## src/rtl/scan_pkg.sv

```systemverilog
// scan_pkg: shared state, width and direction constants for the decoder select scanner
package scan_pkg;
  typedef enum logic {IDLE = 1'b0, RUN = 1'b1} state_e;
  localparam int N_CH = 4;
  localparam int SEL_W = 2;
  localparam logic DIR_UP = 1'b0;
  localparam logic DIR_DN = 1'b1;
endpackage

```

## src/rtl/scan_next_ch.sv

```systemverilog
// scan_next_ch: next enabled channel strictly after sel in the travel direction (cyclic), plus last-channel flag
module scan_next_ch
  import scan_pkg::*;
(
  input  logic [SEL_W-1:0] sel,
  input  logic             dir,
  input  logic [N_CH-1:0]  mask,
  output logic [SEL_W-1:0] nxt,
  output logic             is_last
);
  logic [SEL_W-1:0] c;
  always_comb begin
    nxt = sel;
    is_last = 1'b1;
    c = '0;
    // walk from the farthest offset down so the nearest enabled channel wins
    for (int k = N_CH; k >= 1; k--) begin
      c = (dir == DIR_DN) ? sel - SEL_W'(k) : sel + SEL_W'(k);
      if (mask[c]) nxt = c;
    end
    for (int i = 0; i < N_CH; i++)
      if (mask[i] && ((dir == DIR_DN) ? (i < int'(sel)) : (i > int'(sel)))) is_last = 1'b0;
  end
endmodule

```

## src/rtl/decoder_scan_ctrl.sv

```systemverilog
// decoder_scan_ctrl: dwell-timed channel select scanner for a 2-to-4 decoder; SCAN_MASK_EN adds a channel mask
module decoder_scan_ctrl
  import scan_pkg::*;
#(
  parameter int DWELL_W = 8
) (
  input  logic               clk,
  input  logic               rst_n,
  input  logic               start,
  input  logic               stop,
  input  logic               continuous,
  input  logic               dir,
  input  logic [DWELL_W-1:0] dwell,
`ifdef SCAN_MASK_EN
  input  logic [N_CH-1:0]    mask,
`endif
  output logic [SEL_W-1:0]   sel,
  output logic               sel_valid,
  output logic               step,
  output logic               busy,
  output logic               done
);
  state_e             state;
  logic               run, dir_r, cont_r, is_last;
  logic [DWELL_W-1:0] dwell_r, cnt;
  logic [N_CH-1:0]    en_in, mask_r;
  logic [SEL_W-1:0]   first_from, nxt;
`ifdef SCAN_MASK_EN
  assign en_in = mask;
`else
  assign en_in = '1;
`endif
  assign run = state == RUN;
  assign busy = run;
  assign sel_valid = run;
  // in IDLE the finder searches from just before the first channel, yielding the start channel
  assign first_from = (dir == DIR_DN) ? '0 : '1;
  scan_next_ch u_next (
    .sel     (run ? sel : first_from),
    .dir     (run ? dir_r : dir),
    .mask    (run ? mask_r : en_in),
    .nxt     (nxt),
    .is_last (is_last)
  );
  always_ff @(posedge clk) begin
    if (!rst_n) begin
      state <= IDLE;
      sel <= '0;
      step <= 1'b0;
      done <= 1'b0;
      cnt <= '0;
      dwell_r <= '0;
      dir_r <= DIR_UP;
      cont_r <= 1'b0;
      mask_r <= '0;
    end else begin
      step <= 1'b0;
      done <= 1'b0;
      if (!run) begin
        if (start && !stop && |en_in) begin
          state <= RUN;
          dir_r <= dir;
          cont_r <= continuous;
          dwell_r <= dwell;
          mask_r <= en_in;
          sel <= nxt;
          cnt <= dwell;
        end
      end else if (stop) begin
        state <= IDLE;
        sel <= '0;
      end else if (cnt != '0) begin
        cnt <= cnt - DWELL_W'(1);
      end else if (is_last && !cont_r) begin
        state <= IDLE;
        done <= 1'b1;
        sel <= '0;
      end else begin
        sel <= nxt;
        cnt <= dwell_r;
        step <= 1'b1;
      end
    end
  end
endmodule

```

## config.mk

```make
export PLATFORM = sky130hd
export DESIGN_NAME = decoder_scan_ctrl
export DESIGN_NICKNAME = d
export VERILOG_FILES = /design/src/rtl/scan_pkg.sv /design/src/rtl/scan_next_ch.sv /design/src/rtl/decoder_scan_ctrl.sv
export SDC_FILE = /design/constraint.sdc
export NUM_CORES = 1
export LEC_CHECK = 0
export CORE_ASPECT_RATIO = 2
export CORE_MARGIN = 10
export CORE_UTILIZATION = 40
export DETAILED_ROUTE_END_ITERATION = 12
export PLACE_DENSITY = 0.67
export SYNTH_ARGS = -nofsm -noshare
export SYNTH_HDL_FRONTEND = slang
export SYNTH_SLANG_ARGS = --single-unit
```

## constraint.sdc

```tcl
create_clock -name clk -period 5.2 [get_ports clk]
set_clock_uncertainty 0.2 [all_clocks]
set_input_delay 1.3 -clock clk [delete_from_list [all_inputs] [get_ports clk]]
set_output_delay 1.3 -clock clk [all_outputs]
set_load 0.005 [all_outputs]
```

* Yosys cells after proc, flatten, opt, wreduce, memory -nomap -nowiden
Index checks and enable logic that the tools add are counted.
Storage, ports and cells: register bits after elaboration 24, input bits 14, output and inout port bits 6, word-level logic and storage cells 84
Operators by class: $add $sub $neg 7, $lt $le $gt $ge 9, eq/ne operators 3, mux-type cells 40, bitwise logic cells 2, reduce and logical (&&, ||, !) cells 14
Operators with widths (count):
- $mux 8 | 5
- $mux 2 | 13
- $mux 1 | 18
- $lt 2x3->1 const B | 3
- $reduce_bool 8->1 | 1
- $sub 8x1->8 const B | 1
- $bmux 1 s2 | 3
- $logic_and 1x1->1 | 6
- $ne 3x3->1 const B | 2
- $add 2x2->2 const B | 2
- $gt 2x2->1 const A | 2
- $lt 1x2->1 const A | 2
- $mux 4 | 1
- $reduce_and 2->1 | 2
- $reduce_or 4->1 | 1
- $sub 2x2->2 const B | 2
- $reduce_and 3->1 | 1
- $add 2x1->2 const B | 1
- $gt 1x2->1 const A | 1
- $logic_not 1->1 | 2
- $lt 2x2->1 const A | 1
- $ne 2x2->1 const B | 1
- $not 1->1 | 2
- $reduce_bool 2->1 | 1
- $sub 2x1->2 const B | 1

* Longest topological paths before layout
Gate-level depths: netlist of the first run.
depth in word-level cells 14, mapped depth 9, mapped depth without buffers 7

* By module
Synthesis of the first run repeated with hierarchy kept, for this count alone.
Second synthesis, totals: cells, all modules 187, area, all modules 1597.8 um2
Modules (own cells, without submodules):
- decoder_scan_ctrl | instances 1, cells an instance 154, area each 1345.0 um2, sequential area each 480.5 um2
- scan_next_ch | instances 1, cells an instance 33, area each 252.7 um2, sequential area each 0.0 um2

* Least setup slack after synthesis of the first run
OpenSTA, ideal clock, no wires.
path kind input-to-reg, from input port stop, to register cnt[6], library setup time 0.069 ns, data arrival time 2.443 ns, data required time 4.931 ns, setup slack 2.489 ns, stages 6, path buffers 1, path through nor3b_1 -> nor2_1 -> a31oi_1 -> buf_2 -> o2111ai_1 -> o21ai_1
Between the ends: word-level cells in the longest chain between the ends 4, elaborated cells on any way between the ends 5, those cells by class eq/ne: 1; reduce/logical: 4
RTL lines:
- start: declaration | RTL line decoder_scan_ctrl.sv:10 | input logic stop,
- $logic_not 1->1 | RTL line decoder_scan_ctrl.sv:60 | if (start && !stop && |en_in) begin
- $logic_and 1x1->1 | RTL line decoder_scan_ctrl.sv:60
- $reduce_bool 2->1 (no source line)
- $reduce_and 3->1 (no source line) (*)
- end signal: assignment | RTL line decoder_scan_ctrl.sv:67 | cnt <= dwell;
- end signal: assignment | RTL line decoder_scan_ctrl.sv:73 | cnt <= cnt - DWELL_W'(1);
- end signal: assignment | RTL line decoder_scan_ctrl.sv:80 | cnt <= dwell_r;
- end: declaration | RTL line decoder_scan_ctrl.sv:25 | logic [DWELL_W-1:0] dwell_r, cnt;
Every way passes the cells marked *; elsewhere a longest branch is shown, timed or not. A chain may end at the register's enable or synchronous reset.

* Final worst setup path of the first run
from register state (netlist: busy), to output port busy
RTL lines:
- start: declaration | RTL line decoder_scan_ctrl.sv:23 | state_e state;
- start signal: assignment | RTL line decoder_scan_ctrl.sv:47 | state <= IDLE;
- start signal: assignment | RTL line decoder_scan_ctrl.sv:61 | state <= RUN;
- start signal: assignment | RTL line decoder_scan_ctrl.sv:70 | state <= IDLE;
- end: declaration | RTL line decoder_scan_ctrl.sv:20 | output logic busy,
No word-level cell between the ends.

==> out/metrics.cfg, run 1 <==
[run_status]
outcome = finished, final reports clean

[hold_path]
hold_class = reg -> reg

[worst_setup_path]
cp_cell_sequence = clkdlybuf4s50_1
worstSetupEndpointType = primary output
arrival_ns = 1.84
cpPeakStageDelay_ns = 0.91
crit_family = flip-flops
critPathBufInv = 1
crit_required_ns = 3.70
critPathSlowestCell = dfxtp_1
cp-start-kind = register
worstSetupPathType = reg -> out
path_max_fanout = 26

[sta]
fin_crit_ns = 3.337
maxSlewHeadroom = 0.4074
rsz0062_at_grt = false
setup_tns_ns = 0
postLayoutSetupSlackWorst_ns = 1.863
setup_viol = 0
drv_slew = 0
max_freq_ghz = 0.2996
tightest_slew_ns = 0.8876
hold_viol = 0
final.period_utilization = 0.6418

[clocking]
cts_buffer_depth = 2
numCtsBuffers = 3
cts_root_buf = clkbuf_8
cts_hold_buf = 0
clock_latency_ns = 0.26
ctsResizeCount = 0
htreeDepth = 1
tritoncts = done
clkSlewWorstSetupHoldPaths_ns = 0.09
cts.sinks = 24
post_cts.repair.setup_buffers = 0

[cells_and_area]
nFillCells = 322
antennaDiodeCount = 0
drive_above_1_share = 0.05587
stdcell_area_um2 = 1534
final_nets = 196
final_util = 0.4859
syn2layout_area_growth_pct = 18.00

[die]
die_h_um = 100.6
num_rows = 29
die_w_um = 60.31
core_area_um2 = 3157
die_area_um2 = 6068
io_pins = 20
initial_core_util = 0.4118

[placement]
place_area_um2 = 1479
dp_hpwl_um = 2556
port_buffers = 19
pre_cts_slack_ns = 1.933
routabilityCongestion = 0.8126

[logic_synthesis]
async_flop_share = 0
yosys_most_used_dff = dfxtp_1
synth_edf_count = 0
avgSynthCellArea_um2 = 7.879
syn_nets = 181
syn_area_um2 = 1300
yosysWarnings = 0
ys_seq_area_frac = 0.3696
netlist-cell-type-count = 41
ys_ff_latch = 24
netlist_instances = 165

[global_route]
grtUsageTotal = 0.1191
antenna_found_initial = 0
grt_max_degree = 27
first_global_vias = 1283
grt_pass1_wl_um = 5802
grt-ovfl-total = 0

[routing]
vias = 1240
wl_per_cell_um = 16.23
maxUsedRoutingLayer = met4
drt_iter0_drc = 47
routed_wl_um = 3408
ant_nets = 0
met1Wirelength_um = 1311
route.met3.wl_um = 141
drt_first_pass_iters = 4
drc_errors = 0
route.met2.wl_um = 1823
vias_per_cell = 5.905

[job]
maxCapViolations = 0

[pwr]
total_power_mw = 0.5188
leakagePower_nw = 0.5670
power_density_nw_per_um2 = 338.2
max-vdd-ir-drop_mv = 0.1815

-- path summary, 6_finish.rpt --
check | startpoint | slack, ns | endpoint | cells after the start
min | dwell_r[6] | 0.26 | dwell_r[6] | 2
min reg2reg | dwell_r[6] | 0.26 | dwell_r[6] | 2
max reg2reg | cnt[0] | 2.68 | sel[1] | 6
max | busy | 1.86 | busy | 1
-- cells in the final DEF (no fill, tap or decap), types with 6 or more instances in the layout --
master,netlist,final
nand2_1,24,24
a31oi_1,6,6
inv_1,6,6
nor2_1,12,12
dfxtp_1,24,24
clkdlybuf4s50_1,0,19
o21ai_0,9,9
a21oi_1,17,17
nand2b_1,7,7
-- cells by family (layout without fill, tap and decap cells) --
logic type                 count (synthesis)  after routing  share of synthesized area
and+or+nand+nor                           65             65                     0.2531
buffers and inverters                     17             31                    0.06737
adders and majority gates                  2              2                    0.01925
xor gates and xnor gates                   3              3                    0.02022
AOI/OAI and AO/OA                         51             51                     0.2474
DFF                                       24             24                     0.3696
muxes                                      3              3                    0.02310
-- report_power, final --
part           leakage [nW]  internal [mW]  switching [mW]  total (mW)
clock network        0.0288         0.0676          0.0599       0.128
logic                 0.342         0.0707          0.0968       0.168
registers             0.196          0.200          0.0239       0.224
-- flip-flops by register name (all words and copies together), names as in the netlist --
register and cells:
busy 1, cnt 8, cont_r 1, dir_r 1, done 1, dwell_r 8, mask_r 1, sel 2
step 1
-- cell usage after synthesis, types with 4 or more instances --
cell type	instances	area, um^2
a31oi_1	6	37.54
o211ai_1	4	30.03
o21ai_0	9	45.04
nor3_1	4	20.02
nor2_1	12	45.04
buf_2	4	20.02
clkbuf_1	4	15.01
nand2_1	24	90.09
inv_1	6	22.52
nand2b_1	7	43.79
dfxtp_1	24	480.5
a21oi_1	17	85.08
-- per-layer routing --
metal	up-vias	GRT usage
met1	584	0.1212
met4	0	0.07986
li1	614	-
met2	30	0.1990
met5	-	0
met3	12	0.03283
-- stage by stage --
step | std cells | hold slack (ns)
after CTS | 210 | 0.2620
after floorplan | 165 | 0.2332
after global routing | 210 | 0.2827
final | 210 | 0.2609
after global placement | 206 | 0.2440
after detailed placement | 206 | 0.2500
-- final cells by class --
class / count / area (um^2) / share of cell area
tap: 31 / 38.79 / 0.02529
clock buffer: 4 / 55.05 / 0.03589
timing repair buffer: 21 / 205.2 / 0.1338
inverter: 6 / 22.52 / 0.01468
sequential: 24 / 480.5 / 0.3132
multi-input combinational: 124 / 732.0 / 0.4772
Note: power is estimated with default switching activity, not from simulation.
==> run 2, diff against run 1 <==
==> constraint.sdc (replaced) <==
create_clock -name clk -period 3.2 [get_ports clk]
set_clock_uncertainty 0.2 [all_clocks]
set_input_delay 0.8 -clock clk [delete_from_list [all_inputs] [get_ports clk]]
set_output_delay 0.8 -clock clk [all_outputs]
set_load 0.005 [all_outputs]
==> out/metrics.cfg, run 2 (same netlist as run 1, synthesis figures left out) <==
[worst_setup_path]
worstSetupEndpointType = register
crit_required_ns = 3.16
worstSetupPathType = reg -> reg
arrival_ns = 2.44
cp-start-kind = register
path_max_fanout = 10

[cells_and_area]
final_util = 0.4887
syn2layout_area_growth_pct = 18.67
final_cell_mix = nand2_1, dfxtp_1, clkdlybuf4s50_1
largestRegisters = cnt: 8 flops, dwell_r: 8 flops, sel: 2 flops
stdcell_area_um2 = 1543
final_nets = 199
drive_above_1_share = 0.06630
antennaDiodeCount = 0

[clocking]
tritoncts = done
cts_hold_buf = 0
cts.sinks = 24
clock_latency_ns = 0.27
htreeDepth = 1
cts_buffer_depth = 2
cts_root_buf = clkbuf_8
clkSlewWorstSetupHoldPaths_ns = 0.08
ctsResizeCount = 0
numCtsBuffers = 3
post_cts.repair.setup_buffers = 0

[routing]
drt_iter0_drc = 62
wl_per_cell_um = 16.31
vias = 1242
drc_errors = 0
vias_per_cell = 5.858
ant_nets = 0
routed_wl_um = 3458
drt_first_pass_iters = 4

[global_route]
grtUsageTotal = 0.1190
first_global_vias = 1252
grt-ovfl-total = 0
grt_pass1_wl_um = 5706
antenna_found_initial = 0
grt_max_degree = 25

[hold_path]
hold_class = reg -> reg

[sta]
max_freq_ghz = 0.4036
tightest_slew_ns = 0.4539
rsz0062_at_grt = false
setup_tns_ns = 0
hold_viol = 0
final.period_utilization = 0.7742
setup_viol = 0
maxSlewHeadroom = 0.6953
fin_crit_ns = 2.478
hold_ws_ns = 0.2592
drv_slew = 0

[job]
maxCapViolations = 0

[pwr]
max-vdd-ir-drop_mv = 0.2928
power_density_nw_per_um2 = 529.9
leakagePower_nw = 0.5744
total_power_mw = 0.8176

[placement]
routabilityCongestion = 0.8202
place_area_um2 = 1501
dp_hpwl_um = 2595
port_buffers = 19

[die]
die_w_um = 60.31
io_pins = 20
initial_core_util = 0.4118
die_h_um = 100.6
core_area_um2 = 3157
num_rows = 29
die_area_um2 = 6068

[run_status]
outcome = finished, final reports clean

==> run 2: cell count changes in the layout (fill, tap and decap cells not counted), sizes merged <==
| cell | previous run | this run |
|---|---|---|
| buf | 2 | 5 |
| clkbuf | 4 | 3 |
==> run 2: layout make-up <==
cell class / instances / area (um^2)
multi-input cells: 124 / 732.0
inverters: 6 / 22.52
repair buffers: 24 / 227.7
clock buffers: 3 / 41.29
flip-flops and latches: 24 / 480.5
well taps: 31 / 38.79
fillers: 329 / 1614
==> run 2: per-layer routing <==
layer,vias to the layer above,track usage,part of all wire
met5,-,0,0
li1,619,-,-
met2,34,0.2062,0.54
met1,575,0.1151,0.37
met4,0,0.08333,0.049
met3,14,0.02904,0.044
==> run 2: worst paths after layout <==
path	cells past startpoint	start	end	slack [ns]
max	6	cnt[0]	sel[1]	0.72
min	2	dwell_r[5]	dwell_r[5]	0.26
max reg2reg	6	cnt[0]	sel[1]	0.72
min reg2reg	2	dwell_r[5]	dwell_r[5]	0.26
==> run 2: metrics by stage <==
step / setup WS (ns) / std cells
after detailed placement: 0.5371 / 209
final: 0.7225 / 212
after CTS: 0.7231 / 212
after global placement: 0.6335 / 209
after floorplan: 0.9886 / 165
after global routing: 0.5509 / 212
==> run 2: report_power, final <==
part | total [mW] | switching [mW] | internal, mW
combinational | 0.282 | 0.164 | 0.118
sequential | 0.355 | 0.0305 | 0.325
clock | 0.180 | 0.0955 | 0.0843
==> run 2: worst max-delay path: stages, from the launching register on <==
cell and delay, ns:
dfxtp_1 0.37, inv_1 0.10, ha_1 0.21, or4b_1 0.67
or2_1 0.40, o2bb2ai_1 0.17, a32o_1 0.25
==> run 3, diff against run 2 <==
--- a/config.mk
+++ b/config.mk
@@ -9,7 +9,7 @@
 export CORE_MARGIN = 10
 export CORE_UTILIZATION = 40
 export DETAILED_ROUTE_END_ITERATION = 12
-export PLACE_DENSITY = 0.67
+export PLACE_DENSITY = 0.7
 export SYNTH_ARGS = -nofsm -noshare
 export SYNTH_HDL_FRONTEND = slang
 export SYNTH_SLANG_ARGS = --single-unit
==> constraint.sdc (replaced) <==
create_clock -name clk -period 2.2 [get_ports clk]
set_clock_uncertainty 0.2 [all_clocks]
set_input_delay 0.55 -clock clk [delete_from_list [all_inputs] [get_ports clk]]
set_output_delay 0.55 -clock clk [all_outputs]
set_load 0.005 [all_outputs]
==> out/metrics.cfg, run 3 (same netlist as run 1, synthesis figures left out) <==
[cells_and_area]
final_nets = 211
drive_above_1_share = 0.1701
antennaDiodeCount = 0
fin_cells = 225
stdcell_area_um2 = 1704
largestRegisters = cnt: 8 flops, dwell_r: 8 flops, sel: 2 flops
final_common_cell = nand2_1
final_cell_mix = nand2_1, dfxtp_1, clkdlybuf4s50_1
syn2layout_area_growth_pct = 31.09

[run_status]
outcome = finished, final reports clean

[routing]
vias_per_cell = 5.929
drc_errors = 0
vias = 1334
drt_first_pass_iters = 4
drt_iter0_drc = 32
routed_wl_um = 3873
ant_nets = 0
wl_per_cell_um = 17.21

[job]
maxCapViolations = 0

[sta]
final.period_utilization = 0.9796
setup_viol = 0
drv_slew = 0
hold_viol = 0
tightest_slew_ns = 0.4654
maxSlewHeadroom = 0.6876
max_freq_ghz = 0.4640
fin_crit_ns = 2.155

[clocking]
numCtsBuffers = 3
clkSlewWorstSetupHoldPaths_ns = 0.09
cts.sinks = 24
tritoncts = done
clock_latency_ns = 0.27
cts_root_buf = clkbuf_8
htreeDepth = 1
cts_buffer_depth = 2

[global_route]
grt-ovfl-total = 0
grt_max_degree = 15
grtUsageTotal = 0.1287
grt_pass1_wl_um = 6272
antenna_found_initial = 0
first_global_vias = 1429

[placement]
dp_hpwl_um = 2870
routabilityCongestion = 0.8691
dpl.cell_count = 219
place_area_um2 = 1577
port_buffers = 19

[worst_setup_path]
cp-start-kind = register
arrival_ns = 2.12
worstSetupEndpointType = register
crit_required_ns = 2.16
worstSetupPathType = reg -> reg
path_max_fanout = 8

[die]
io_pins = 20
die_h_um = 100.6
die_w_um = 60.31
die_area_um2 = 6068
num_rows = 29
initial_core_util = 0.4118
core_area_um2 = 3157

[pwr]
p_sw_mw = 0.4764
combPwrFrac = 0.364
seqPwrFrac = 0.361
total_power_mw = 1.439
power.internal_mw = 0.9621
pwr-share-clk = 0.275
power_density_nw_per_um2 = 844.1
leakagePower_nw = 0.6564
switching_share = 0.3312
max-vdd-ir-drop_mv = 0.4825

[hold_path]
hold_class = reg -> reg

==> run 3: cell count changes in the layout (fill, tap and decap cells not counted), sizes merged <==
cell,before,now
bufinv,0,1
buf,5,17
==> run 3: final cells by class <==
class | count | area, um^2
multi-input cells | 124 | 760.7
clock buffers | 3 | 41.29
repair buffers | 36 | 326.6
inverters | 6 | 22.52
clock inverters | 1 | 30.03
flip-flops and latches | 24 | 484.2
well taps | 31 | 38.79
fillers | 280 | 1453
==> run 3: power by group through the flow <==
stage / logic, mW / registers [mW] / clock network (mW)
after floorplan: 0.332 / 0.515 / 0
after global placement: 0.443 / 0.522 / 0
after detailed placement: 0.452 / 0.525 / 0
after CTS: 0.497 / 0.516 / 0.396
after global routing: 0.574 / 0.525 / 0.410
final: 0.524 / 0.520 / 0.395
==> run 3: per-stage QoR <==
step | util | worst slack [ns] | setup TNS [ns] | hold slack, ns
finish | 0.5398 | 0.04478 | 0 | 0.2648
global route | 0.5398 | -0.002390 | -0.006454 | 0.2868
CTS | 0.5347 | 0.002097 | 0 | 0.2627
detailed placement | 0.4994 | -0.2511 | -1.935 | 0.2485
global placement | 0.4994 | -0.1100 | -0.7138 | 0.2439
floorplan | - | 0.002108 | 0 | 0.2332
==> run 3: per-layer routing <==
layer	track usage	wire length, um
met2	0.2484	2226
met4	0.06424	91
met5	0	0
met3	0.03030	167
met1	0.1126	1387
==> run 3: worst paths after layout <==
| check | slack [ns] | startpoint | end | cells past startpoint |
|---|---|---|---|---|
| worst min-delay path | 0.26 | dwell_r[5] | dwell_r[5] | 2 |
| worst max-delay path | 0.04 | cnt[0] | cnt[7] | 9 |
| worst max register to register | 0.04 | cnt[0] | cnt[7] | 9 |
| worst min register to register | 0.26 | dwell_r[5] | dwell_r[5] | 2 |
==> run 3: timing repair <==
item | in CTS | in global routing
cloned | 1 | 0
endpoints found under the setup margin | 8 | 12
gates resized for setup | 8 | 13
setup buffers | 1 | 0
hold buffers | 0 | 0
pin swaps | 1 | 2
==> run 3: worst max-delay path: stages, from the launching register on <==
cell	delay [ns]
dfxtp_2	0.33
inv_1	0.07
ha_2	0.18
or4b_4	0.50
buf_6	0.16
nor2_4	0.13
a31oi_4	0.13
buf_6	0.16
o21ai_1	0.12
a31oi_1	0.05
